## src/rtl/wb_pkg.sv

```systemverilog
// wb_pkg: shared load-size and FSM state types for the writeback stage.
package wb_pkg;
  typedef enum logic [1:0] {LD_WORD = 2'd0, LD_HALF = 2'd1, LD_BYTE = 2'd2} ld_size_e;
  typedef enum logic {S_IDLE = 1'b0, S_HI = 1'b1} wb_state_e;
  localparam logic [3:0] EXC_INT_NIBBLE = 4'hF;
endpackage

```

## src/rtl/wb_load_align.sv

```systemverilog
// wb_load_align: shifts (optionally merging a high beat), masks and extends load data.
module wb_load_align
  import wb_pkg::*;
#(
  parameter int XLEN = 32,
  parameter int OFFW = 2
) (
  input  logic [XLEN-1:0] i_lo,
  input  logic [XLEN-1:0] i_hi,
  input  logic [OFFW-1:0] i_off,
  input  logic            i_merge,
  input  ld_size_e        i_size,
  input  logic            i_signed,
  output logic [XLEN-1:0] o_data
);
  localparam int SW = OFFW + 4;
  logic [SW-1:0]   w_rsh;
  logic [SW-1:0]   w_lsh;
  logic [XLEN-1:0] w_raw;
  assign w_rsh = SW'({i_off, 3'b000});
  assign w_lsh = SW'(XLEN) - w_rsh;
  // offset 0 makes w_lsh == XLEN, which shifts the high beat out entirely
  assign w_raw = (i_merge ? (i_hi << w_lsh) : '0) | (i_lo >> w_rsh);
  always_comb
    o_data = (i_size == LD_BYTE) ? {{(XLEN-8){i_signed & w_raw[7]}}, w_raw[7:0]} :
             (i_size == LD_HALF) ? {{(XLEN-16){i_signed & w_raw[15]}}, w_raw[15:0]} : w_raw;
endmodule

```

## src/rtl/wb_stage_gen.sv

```systemverilog
// wb_stage_gen: writeback stage with load alignment, split-load merge and control flags.
// Optional WB_FWD_HIST_EN adds registered last-write history for decode forwarding.
module wb_stage_gen
  import wb_pkg::*;
#(
  parameter int XLEN = 32,
  parameter int NWP  = 2,
  parameter int RAW  = 5,
  localparam int OFFW = $clog2(XLEN/8)
) (
  input  logic                clk,
  input  logic                rst,
  input  logic                stall,
  input  logic                in_valid,
  input  logic [NWP*RAW-1:0]  in_tgt,
  input  logic [NWP*XLEN-1:0] in_alu,
  input  logic                is_load,
  input  logic                is_store,
  input  logic                no_wb,
  input  logic [1:0]          ld_size,
  input  logic                ld_signed,
  input  logic                misaligned,
  input  logic [OFFW-1:0]     addr_lo,
  input  logic [XLEN-1:0]     mem_data,
  input  logic [7:0]          exc_in,
  input  logic                is_rfe,
  input  logic                rfi_mode,
  output logic [NWP-1:0]      we,
  output logic [NWP*RAW-1:0]  wr_tgt,
  output logic [NWP*XLEN-1:0] wr_data,
  output logic                exc_flag,
  output logic                int_flag,
  output logic                rfe_flag,
  output logic                rfi_flag,
  output logic                split_busy
`ifdef WB_FWD_HIST_EN
  ,
  output logic [NWP*RAW-1:0]  hist_tgt,
  output logic [NWP*XLEN-1:0] hist_data
`endif
);
  wb_state_e       r_state, w_next;
  logic [XLEN-1:0] r_lo_buf;
  logic [OFFW-1:0] r_off_buf;
  ld_size_e        r_size;
  logic            r_signed;
  logic [XLEN-1:0] w_ld;
  logic            w_exc, w_busy, w_beat, w_split_start;
  assign w_exc         = |exc_in;
  assign w_busy        = (r_state == S_HI);
  assign w_beat        = in_valid & ~stall;
  assign w_split_start = ~w_busy & w_beat & is_load & misaligned & ~w_exc;
  assign split_busy    = w_busy;
  always_ff @(posedge clk)
    if (rst) r_state <= S_IDLE;
    else     r_state <= w_next;
  always_comb
    w_next = w_busy ? (w_beat ? S_IDLE : S_HI) : (w_split_start ? S_HI : S_IDLE);
  always_ff @(posedge clk)
    if (rst) begin
      r_lo_buf  <= '0;
      r_off_buf <= '0;
      r_size    <= LD_WORD;
      r_signed  <= 1'b0;
    end else if (w_split_start) begin
      r_lo_buf  <= mem_data;
      r_off_buf <= addr_lo;
      r_size    <= ld_size_e'(ld_size);
      r_signed  <= ld_signed;
    end
  // in S_HI the buffered low beat and its size/offset drive the shared aligner
  wb_load_align #(.XLEN(XLEN), .OFFW(OFFW)) u_align (
    .i_lo    (w_busy ? r_lo_buf : mem_data),
    .i_hi    (mem_data),
    .i_off   (w_busy ? r_off_buf : addr_lo),
    .i_merge (w_busy),
    .i_size  (w_busy ? r_size : ld_size_e'(ld_size)),
    .i_signed(w_busy ? r_signed : ld_signed),
    .o_data  (w_ld)
  );
  for (genvar p = 0; p < NWP; p++) begin : g_port
    logic [RAW-1:0] w_tgt;
    assign w_tgt = in_tgt[p*RAW +: RAW];
    assign wr_tgt[p*RAW +: RAW] = w_tgt;
    assign we[p] = w_beat & ~no_wb & (|w_tgt) & ~w_exc & ~((p == 0) & (is_store | w_split_start));
    assign wr_data[p*XLEN +: XLEN] = ((p == 0) & (is_load | w_busy)) ? w_ld : in_alu[p*XLEN +: XLEN];
  end
  assign exc_flag = in_valid & w_exc;
  assign int_flag = in_valid & (exc_in[7:4] == EXC_INT_NIBBLE);
  assign rfe_flag = in_valid & is_rfe;
  assign rfi_flag = rfe_flag & rfi_mode;
`ifdef WB_FWD_HIST_EN
  logic [NWP*RAW-1:0]  r_hist_tgt, w_hist_tgt;
  logic [NWP*XLEN-1:0] r_hist_data;
  for (genvar q = 0; q < NWP; q++) begin : g_hist
    assign w_hist_tgt[q*RAW +: RAW] = we[q] ? wr_tgt[q*RAW +: RAW] : '0;
  end
  always_ff @(posedge clk)
    if (rst) begin
      r_hist_tgt  <= '0;
      r_hist_data <= '0;
    end else if (~stall) begin
      r_hist_tgt  <= w_hist_tgt;
      r_hist_data <= wr_data;
    end
  assign hist_tgt  = r_hist_tgt;
  assign hist_data = r_hist_data;
`endif
endmodule

```

## config.mk

```make
export PLATFORM = sky130hd
export DESIGN_NAME = wb_stage_gen
export DESIGN_NICKNAME = d
export VERILOG_FILES = /design/src/rtl/wb_pkg.sv /design/src/rtl/wb_load_align.sv /design/src/rtl/wb_stage_gen.sv
export SDC_FILE = /design/constraint.sdc
export NUM_CORES = 1
export LEC_CHECK = 0
export CAP_MARGIN = 20
export CORE_MARGIN = 1.5
export CORE_UTILIZATION = 49
export DETAILED_ROUTE_END_ITERATION = 10
export DONT_BUFFER_PORTS = 1
export PLACE_DENSITY_LB_ADDON = 0.12
export SKIP_CTS_REPAIR_TIMING = 1
export SLEW_MARGIN = 40
export SYNTH_ARGS = -nofsm -noshare
export SYNTH_HDL_FRONTEND = slang
export SYNTH_HIERARCHICAL = 1
export SYNTH_SLANG_ARGS = --single-unit
export TNS_END_PERCENT = 50
```

## constraint.sdc

```tcl
create_clock -name clk -period 9.2 [get_ports clk]
set_input_delay 1.38 -clock clk [delete_from_list [all_inputs] [get_ports clk]]
set_output_delay 1.38 -clock clk [all_outputs]
set_load 0.005 [all_outputs]
```

### Word level (Yosys, flattened, before mapping)

Cells that the tools add are included.

| storage, ports and cells | value |
|---|---|
| flip-flop bits (word level) | 38 |
| bits of input ports | 129 |
| output and inout bits | 81 |
| word-level logic and storage cells | 50 |

| operators by class | value |
|---|---|
| add/sub/neg operators | 1 |
| equality and inequality tests | 3 |
| shift operators | 2 |
| muxes and demuxes | 11 |
| bitwise gates (word level) | 25 |
| reductions and logical operators | 3 |

Operator list:

| cell | number |
|---|---|
| $mux W32 | 5 |
| $or A32 B32 Y32 | 1 |
| $shl A32 B6 Y32 | 1 |
| $shr A32 B5 Y32 | 1 |
| $and A1 B1 Y1 | 17 |
| $reduce_or A5 Y1 | 2 |
| $reduce_or A8 Y1 | 1 |
| $sub A6 B5 Y6 const A | 1 |
| $not A1 Y1 | 5 |
| $eq A4 B4 Y1 const B | 1 |
| $mux W1 | 4 |
| $mux W2 | 2 |
| $eq A2 B1 Y1 const B | 1 |
| $eq A2 B2 Y1 const B | 1 |
| $or A1 B1 Y1 | 2 |

### Depth between registers and ports, before layout

Gate-level depths: netlist of the first run.

| depth | value |
|---|---|
| depth after elaboration | 9 |
| depth in mapped cells | 13 |
| gate-level depth less buffers | 8 |

### By module

Netlist of the first run, hierarchy kept.

By module, submodules not included:

| module | times used | cells each | area an instance (um^2) | seq. area each (um^2) |
|---|---|---|---|---|
| wb_stage_gen | 1 | 303 | 2989.1 | 760.7 |
| wb_load_align | 1 | 176 | 1360.1 | 0.0 |

### Worst setup path before layout of the first run

OpenSTA, ideal clock, no wires.

| timing | value |
|---|---|
| path type | input port to output port |
| start | input addr_lo[0] |
| end | output wr_data[16] |
| arrival | 3.481 ns |
| data required time | 7.820 ns |
| slack | 4.339 ns |
| cell stages on the path | 11 |
| buffers on the path | 3 |
| cell sequence | mux2_2 buf_4 buf_4 inv_1 ha_1 or3b_4 o221ai_2 nand4b_4 buf_6 o211ai_2 mux2_2 |

| on the way | value |
|---|---|
| longest elaborated chain between the ends | 9 |
| elaborated cells on any way between the ends | 11 |
| classes of those cells | 1 x add/sub; 2 x shift; 5 x mux; 3 x bitwise |

RTL lines:

| item | line | source |
|---|---|---|
| start: declaration | wb_stage_gen.sv:23 | `input logic [OFFW-1:0] addr_lo,` |
| $mux W2 * | wb_stage_gen.sv:75 | `.i_off (w_busy ? r_off_buf : addr_lo),` |
| $sub A6 B5 Y6 | wb_load_align.sv:21 | `assign w_lsh = SW'(XLEN) - w_rsh;` |
| $shl A32 B6 Y32 | wb_load_align.sv:23 | `assign w_raw = (i_merge ? (i_hi << w_lsh) : '0) \| (i_lo >> w_rsh);` |
| $mux W32 | wb_load_align.sv:23 |  |
| $or A32 B32 Y32 * | wb_load_align.sv:23 |  |
| $and A1 B1 Y1 | wb_load_align.sv:26 | `(i_size == LD_HALF) ? {{(XLEN-16){i_signed & w_raw[15]}}, w_raw[15:0]} : w_raw;` |
| $mux W32 | wb_load_align.sv:26 |  |
| $mux W32 * | wb_load_align.sv:25 | `o_data = (i_size == LD_BYTE) ? {{(XLEN-8){i_signed & w_raw[7]}}, w_raw[7:0]} :` |
| net w_ld[16] | wb_stage_gen.sv:47 | `logic [XLEN-1:0] w_ld;` |
| $mux W32 * | wb_stage_gen.sv:86 | `assign wr_data[p*XLEN +: XLEN] = ((p == 0) & (is_load \| w_busy)) ? w_ld : in_alu[p*XLEN +: XLEN];` |
| end: declaration | wb_stage_gen.sv:30 | `output logic [NWP*XLEN-1:0] wr_data,` |

Mark *: on every way through the listed nets, which the timed path passes. The rest lies on a longest branch.

### Worst setup path after layout of the first run

| timing | value |
|---|---|
| start | input addr_lo[0] |
| end | output wr_data[31] |

Same word-level chain as after synthesis.

==> results.md, run 1 <==
* Outcome: complete, no violations
* Share of layout cells above drive strength 1 at 0.255
* Fin. max-slew vios at 0
* LEAKAGE at 0.00151 µW
* DR iter-0 viols at 221
* Post-synthesis register bit count at 38
* Die area at approximately 9400 µm²
* Synth cell count leaders: 82 x mux2i_1, 75 x nand2b_1, 69 x mux2_2, 44 x buf_4, 38 x dfxtp_1
* Syn-to-layout area delta at -4.63%
* Final ANT Viol Nets at 0
* Global-route wire length before repair at 18.6 mm
* Power Internal at 333 µW
* Layout Cells excl Fill at roughly 520
* RSZ-0062 raised after global routing: no
* Synth Net Count at a little over 600
* Core area at between 8000 and 9000 µm²
* CP Max Fanout at 55
* Die Span X at roughly 97 µm
* Smallest setup slack after layout at 3540 ps
* Post-Syn Area per Cell at 9.08 µm²
* CTS tree: built
* Worst slew pin tran at between 700 and 800 ps
* Cell area after synthesis at roughly 4300 µm²
* Worst Skew at 14.0 ps
* IO buf count at 0
* Routed wire length at 12.3 mm
* Detailed Routing Iterations Pass 1 at 4
* Cts bufs inserted at 5
* Tmin final at 5660 ps
* Power Dens Cells at 110 nW/µm²
* Area fraction of the dominant cell type after synthesis at 0.189
* Fillers at 853
* Netlist cell types at 50
* Mapped Cells at 479
* Placement Setup Slack at 3570 ps
* IO Count at 210
* Sink Count at 38
* Final worst path period share at 0.615
* Vias after detailed routing at 3,300
* Worst-Skew Late Latency at 300 ps
* Reg clk slew, reported paths at 90 ps
* Post-synth EDFFs at 0
* Total GRT Usage at 0.251
* DRC errors left at 0
* Vias in the first global route at 3,170
* Worst setup EP type: output port
* WL/cell at 23.5 µm
* Die height at 97.2 µm
* Max H-tree Level at 2
* CP arrival at 4280 ps
* Initial antenna violation count at 1
* Min-delay worst type: flop to flop
* Maximum clock insertion buffer count at 2
* Post-synth ARST share at 0
* Synth warn at 6
* DP HPWL at ~9.3 mm
* Synth area leaders: mux2i_1 19%, mux2_2 18%, dfxtp_1 17%
* Net Sw Frac at 0.271
* CP Data Required Time at a little under 8000 ps
* Initial Utilization at 0.501
* Dpl cells at 515
* GRT overflow at 0
* Vias per cell at 6.30
* Setup_tns at 0 ps
* Post-synth top area cell: mux2i_1
* Slew HR at 0.480
* Largest net degree at the start of global routing at 76
* Max rail drop VDD at 0.0584 mV
* Net Switching at between 100 and 150 µW
* Rows at 34
* Sequential share of the synthesized area at 0.175
* Setup violators final at 0
* Max Freq at 0.177 GHz
* Critical path startpoint category: input port
* Count leader, synth: mux2i_1
* Final Hold Fails at 0
* Final nets at roughly 540
* Comb pwr share at 0.237
* Gpl congestion at between 0.8 and 0.9
* Synth Flop Type: dfxtp_1
* CP Class: input port to output port
* Sequential power share at 0.360
* Max cap viols at 0
* Clock Root Buffer: clkbuf_8
* Clock power frac at 0.403
## cell usage in the layout (no fill, tap or decap), types with 4 or more instances in the layout
master,synthesis,layout
mux2i_1,82,82
nand2b_1,75,75
mux2_2,69,69
dfxtp_1,38,37
a21oi_1,31,31
o22ai_1,21,21
nor2_1,14,13
o211ai_2,9,9
o21ai_1,8,8
o21ai_0,7,7
clkbuf_8,0,6
o211ai_1,5,5
nand2_1,4,4
buf_4,44,4
## worst max-delay path, stage by stage
cell      delay, ps
mux2_2          120
buf_4           610
inv_1           180
ha_1            430
or3b_4          550
o221ai_2        250
nand4b_4        330
o311ai_1        200
mux2_2          220
## cell families after synthesis
| kind of cell | share of synthesized area |
|---|---|
| muxes | 0.371 |
| and+or+nand+nor | 0.180 |
| AOI/OAI and AO/OA | 0.138 |
| buffers and inverters | 0.131 |
| DFF | 0.175 |
| xor gates and xnor gates | 0.00201 |
| adders and majority gates | 0.00288 |
## final timing paths
check / from / end / slack [ps] / cells past startpoint
worst max register to register: split_busy / r_lo_buf[3] / 6950 / 5
worst min-delay path: r_lo_buf[19] / r_lo_buf[19] / 470 / 2
worst max-delay path: addr_lo[0] / wr_data[31] / 3540 / 9
worst min register to register: r_lo_buf[19] / r_lo_buf[19] / 470 / 2
## power by group through the flow
stage	registers, µW	logic, µW	clock network (µW)
after global placement	168	105	0
after CTS	164	107	187
final	164	108	184
after floorplan	168	106	0
after global routing	164	116	194
after detailed placement	168	107	0
## area by class of cell
type,instances,area [µm²],area share
Inverter,3,11.3,0.00271
Multi-Input combinational cell,361,3040,0.732
Sequential cell,38,762,0.184
Clock inverter,2,60.1,0.0145
Antenna cell,1,2.50,0.000603
Tap cell,108,135,0.0326
Clock buffer,6,82.6,0.0199
Timing Repair Buffer,5,57.6,0.0139
## per-stage QoR
stage / power [µW] / hold WS, ps / cell area, µm² / util
floorplan: 275 / 445 / 4350 / -
global placement: 273 / 454 / 3970 / 0.457
detailed placement: 275 / 460 / 3990 / 0.460
CTS: 459 / 476 / 4140 / 0.477
global route: 475 / 489 / 4150 / 0.478
finish: 457 / 473 / 4150 / 0.478
## metal layers
metal / global-route usage / share of wire
met5: 0 / 0
met1: 0.319 / 0.42
met2: 0.411 / 0.47
met4: 0.0780 / 0.024
met3: 0.0719 / 0.089
## flip-flops by register name (all words and copies together), names as in the netlist
name and cells:
r_signed 1, r_lo_buf 32, r_size 2, split_busy 1, r_off_buf 2
(Power assumes the default switching activity.)
==> run 2, diff against run 1 <==
==> constraint.sdc (replaced) <==
create_clock -name clk -period 5.2 [get_ports clk]
set_input_delay 0.78 -clock clk [delete_from_list [all_inputs] [get_ports clk]]
set_output_delay 0.78 -clock clk [all_outputs]
set_load 0.005 [all_outputs]
==> run 2 against run 1 <==
Core utilization is 0.85 points lower. Clock-buffer cell count is 1 higher. Total power is 50% higher. Routed wire length is 0.78% lower. Combinational power is 78% higher. Final cell count is 0.19% lower. Critical path depth is 1 lower. Global-route usage is 0.14 points lower. Critical path type is now flop to output port. Critical endpoint is now wr_data[25]. Highest routed layer unchanged.
==> results.md, run 2 (synthesis results as in run 1) <==
* Power Dens Cells at 168 nW/µm²
* Commonest non-fill, non-tap cells in the layout: 82 x mux2i_1, 75 x nand2b_1, 69 x mux2_2
* Final Hold Fails at 0
* Detailed Routing Iterations Pass 1 at 5
* Routed wire length at 12.2 mm
* CP Data Required Time at 4420 ps
* Worst setup EP type: output port
* Initial antenna violation count at 0
* Max H-tree Level at 2
* Global-route wire length before repair at between 15 and 20 mm
* Die height at 97.2 µm
* Fin. max-slew vios at 0
* Initial Utilization at 0.501
* CTS tree: built
* # diodes at 0
* DP HPWL at 9.26 mm
* Smallest setup slack after layout at ~1000 ps
* Setup_tns at 0 ps
* Worst-Skew Late Latency at ~300 ps
* Worst Skew at around 14 ps
* IO Count at 210
* Final worst path period share at 0.805
* Die area at approximately 9400 µm²
* CP max stage delay at 620 ps
* Critical path startpoint category: flop
* Total GRT Usage at 0.249
* Rows at 34
* Net Sw Frac at 0.306
* Max cap viols at 0
* Fillers at 846
* Maximum clock insertion buffer count at 2
* Top Registers: r_lo_buf (32), r_off_buf (2), r_size (2)
* Vias in the first global route at between 3,000 and 4,000
* Final ANT Viol Nets at 0
* Cts bufs inserted at 5
* RSZ-0062 raised after global routing: no
* Min-delay worst type: flop to flop
* Comb pwr share at 0.280
* Placement Setup Slack at around 1400 ps
* Power Internal at 476 µW
* Crit-path most repeated cell: mux2_2
* Max reg flops at 32
* Largest net degree at the start of global routing at 76
* Critical path, cell by cell: mux2_2, inv_2, ha_1, or3b_4, o221ai_2, nand4b_4, o211ai_1, mux2_2
* Slowest stage cell, crit path: dfxtp_2
* DRC errors left at 0
* Setup violators final at 0
* Dpl cells at slightly above 500
* WL/cell at 23.4 µm
* IO buf count at 0
* Core area at 8680 µm²
* Share of layout cells above drive strength 1 at 0.251
* Final hold slack at 473 ps
* Max Freq at 0.239 GHz
* Max rail drop VDD at 0.0766 mV
* Slew HR at 0.476
* Commonest non-fill, non-tap cell in the layout: mux2i_1
* Sink Count at 38
* Worst slew pin tran at between 700 and 800 ps
* Most flops, register: r_lo_buf
* Clock power frac at 0.297
* Layout Cells excl Fill at 523
* Vias per cell at 6.41
* DR iter-0 viols at 240
* Reg clk slew, reported paths at 70 ps
* Die Span X at 97.2 µm
* Tmin final at 4180 ps
* CP Class: flop to output port
* Net Switching at 210 µW
* CP Max Fanout at 22
* GRT overflow at 0
* Gpl congestion at 0.846
* Vias after detailed routing at 3,353
* Outcome: complete, no violations
* Total power at 686 µW
* Syn-to-layout area delta at -6.33%
* Sequential power share at 0.424
* LEAKAGE at 0.00147 µW
* R2R Setup Slk at 2950 ps
* Clock Root Buffer: clkbuf_8
* Final nets at 545
* CP arrival at 3400 ps
[run 2: changes by cell type in the layout (fill, tap and decap cells not counted), sizes merged]
| cell | change |
|---|---|
| bufinv | -2 |
| buf | +1 |
| diode | -1 |
| clkbuf | +1 |
[run 2: power groups by stage]
stage	sequential (µW)	clock, µW	combinational (µW)
2_1_floorplan	298	0	188
3_3_place_gp	298	0	186
3_5_place_dp	298	0	188
4_1_cts	291	208	190
5_1_grt	291	222	207
6_report	291	204	192
[run 2: layout make-up]
class | count | area (µm²) | share of cell area
clock buffers | 7 | 76.3 | 0.0187
repair buffers | 6 | 52.6 | 0.0129
multi-input cells | 361 | 3040 | 0.745
well taps | 108 | 135 | 0.0332
inverters | 3 | 11.3 | 0.00276
flip-flops and latches | 38 | 762 | 0.187
[run 2: metal layers]
layer,part of all wire,track usage,routed length [µm],vias up
li1,-,-,-,1571
met1,0.44,0.338,5410,1599
met2,0.47,0.411,5740,171
met3,0.077,0.0525,940,12
met4,0.010,0.0505,125,0
met5,0,0,0,-
[run 2: worst paths after layout]
check | from | depth (start not counted) | to
setup / recovery | split_busy | 8 | wr_data[25]
hold / removal | r_lo_buf[9] | 2 | r_lo_buf[9]
setup reg to reg | split_busy | 5 | r_lo_buf[17]
hold reg to reg | r_lo_buf[9] | 2 | r_lo_buf[9]
[run 2: critical path: cells and delay by family, from the launching register on]
family / cells / cell delay, ps
buffers and inverters: 1 / 160
adders and majority gates: 1 / 340
AOI/OAI and AO/OA: 2 / 490
muxes: 2 / 630
and+or+nand+nor: 2 / 880
DFF: 1 / 620
[run 2: stage by stage]
step,cell area [µm²],utilization
floorplan,4350,-
global placement,3970,0.458
detailed placement,3990,0.460
CTS,4070,0.468
global route,4070,0.469
finish,4070,0.469
==> run 3, diff against run 2 <==
==> constraint.sdc (replaced) <==
create_clock -name clk -period 3.4 [get_ports clk]
set_input_delay 0.51 -clock clk [delete_from_list [all_inputs] [get_ports clk]]
set_output_delay 0.51 -clock clk [all_outputs]
set_load 0.005 [all_outputs]
==> run 3 against run 2 <==
First-iteration DRC count decreased by 12%. Die area stayed put. Worst setup slack lost 940 ps. Largest power group unchanged. Critical endpoint is now wr_data[23]. Routed wire length up 8.7%. Design area grew 5.1%. Total power is 68% higher. Critical path depth rose by 1. Core utilization grew 2.4 points.
==> results.md, run 3 (synthesis results as in run 1) <==
* Die height at about 97 µm
* Vias per cell at ~6.3
* Vias after detailed routing at 3,421
* Maximum clock insertion buffer count at 2
* Top Registers: r_lo_buf (32), r_off_buf (2), r_size (2)
* IO Count at 210
* Syn-to-layout area delta at -1.58%
* Worst Skew at about 11 ps
* Most flops, register: r_lo_buf
* RSZ-0062 raised after global routing: yes
* Net Switching at 344 µW
* Total GRT Usage at 0.263
* Rows at 34
* Largest net degree at the start of global routing at 76
* Worst setup EP type: output port
* Fin. max-slew vios at 0
* Cts bufs inserted at 5
* Max cap viols at 0
* Power Internal at 811 µW
* CP arrival at 2820 ps
* CP Class: flop to output port
* Outcome: complete, no violations
* Max Freq at 0.301 GHz
* Commonest non-fill, non-tap cell in the layout: mux2i_1
* Die area at 9450 µm²
* CP Max Fanout at 9
* Clock Root Buffer: clkbuf_8
* R2R Path Start: split_busy
* Final Hold Fails at 0
* Tmin final at 3330 ps
* Final worst path period share at 0.978
* Sequential power share at 0.385
* Comb pwr share at 0.266
* Crit path from: split_busy
* Reg clk slew, reported paths at 90 ps
* Power Dens Cells at around 270 nW/µm²
* Detailed Routing Iterations Pass 1 at 5
* LEAKAGE at approximately 0.0016 µW
* DP HPWL at 9.72 mm
* Vias in the first global route at 3,264
* Routed wire length at about 13 mm
* Die Span X at 97.2 µm
* DRC errors left at 0
* Fin util at 0.493
* DR iter-0 viols at ~210
* CP Data Required Time at 2890 ps
* Sink Count at 38
* Final hold slack at ~290 ps
* Initial Utilization at 0.501
* Core area at 8680 µm²
* Global-route wire length before repair at 19.4 mm
* Critical path startpoint category: flop
* Max rail drop VDD at 0.154 mV
* CTS tree: built
* Final ANT Viol Nets at 0
* Commonest non-fill, non-tap cells in the layout: 82 x mux2i_1, 75 x nand2b_1, 69 x mux2_2
* Gpl congestion at 0.856
* IO buf count at 0
* Max reg flops at 32
* Slew HR at 0.481
* Min-delay worst type: input port to flop
* Hold path startpoint: rst
* Worst slew pin tran at 775 ps
* Net Sw Frac at 0.298
* Worst-Skew Late Latency at 300 ps
* Setup violators final at 0
* Clock power frac at 0.349
* Initial antenna violation count at 3
* GRT overflow at 0
* WL/cell at 24.5 µm
* Final nets at around 560
* Share of layout cells above drive strength 1 at 0.288
* Total power at 1150 µW
* Max H-tree Level at 2
## run 3: cell count changes in the layout (fill, tap and decap cells not counted), moves of 2 or more
cell and change:
nand4b_4 +2, buf_4 +11, buf_6 +2, clkbuf_1 -2, diode_2 +4, clkinv_2 +2
## run 3: metal layers
metal,vias up,share of wire,GRT usage
li1,1603,-,-
met1,1640,0.40,0.315
met2,158,0.49,0.451
met3,20,0.083,0.0827
met4,0,0.027,0.0747
met5,-,0,0
## run 3: cell type report
class                           instances  area, µm²
Tap cell                              108        135
Clock inverter                          3       40.0
Sequential cell                        38        762
Multi-Input combinational cell        363       3110
Fill cell                             851       4400
Inverter                                3       13.8
Timing Repair Buffer                   18        143
Antenna cell                            4       10.0
Clock buffer                            5       68.8
## run 3: power groups by stage
stage	registers, µW	clock network (µW)	logic, µW
after floorplan	455	0	290
after global placement	455	0	288
after detailed placement	455	0	290
after CTS	445	415	291
after global routing	445	434	328
final	445	403	307
## run 3: worst max-delay path: stages, from the launching register on
cell,delay (ps)
dfxtp_2,370
mux2_2,370
inv_4,120
ha_2,330
or3b_4,420
o221ai_4,240
nand4b_4,200
buf_4,200
o211ai_2,50
mux2_2,190
## run 3: per-stage QoR
step / worst slack [ps] / instances / TNS (ps) / cell area (µm²)
final: 73.5 / 542 / 0 / 4280
after global routing: 0.971 / 542 / 0 / 4280
after CTS: -29.0 / 530 / -55.9 / 4150
after detailed placement: 203 / 522 / 0 / 4040
after global placement: 290 / 522 / 0 / 4040
after floorplan: 26.6 / 479 / 0 / 4370
## run 3: path summary, 6_finish.rpt
check	to	slack [ps]	cells past startpoint
max	wr_data[23]	70	9
min	split_busy	290	1
max reg2reg	r_lo_buf[26]	1430	5
min reg2reg	r_lo_buf[1]	470	2
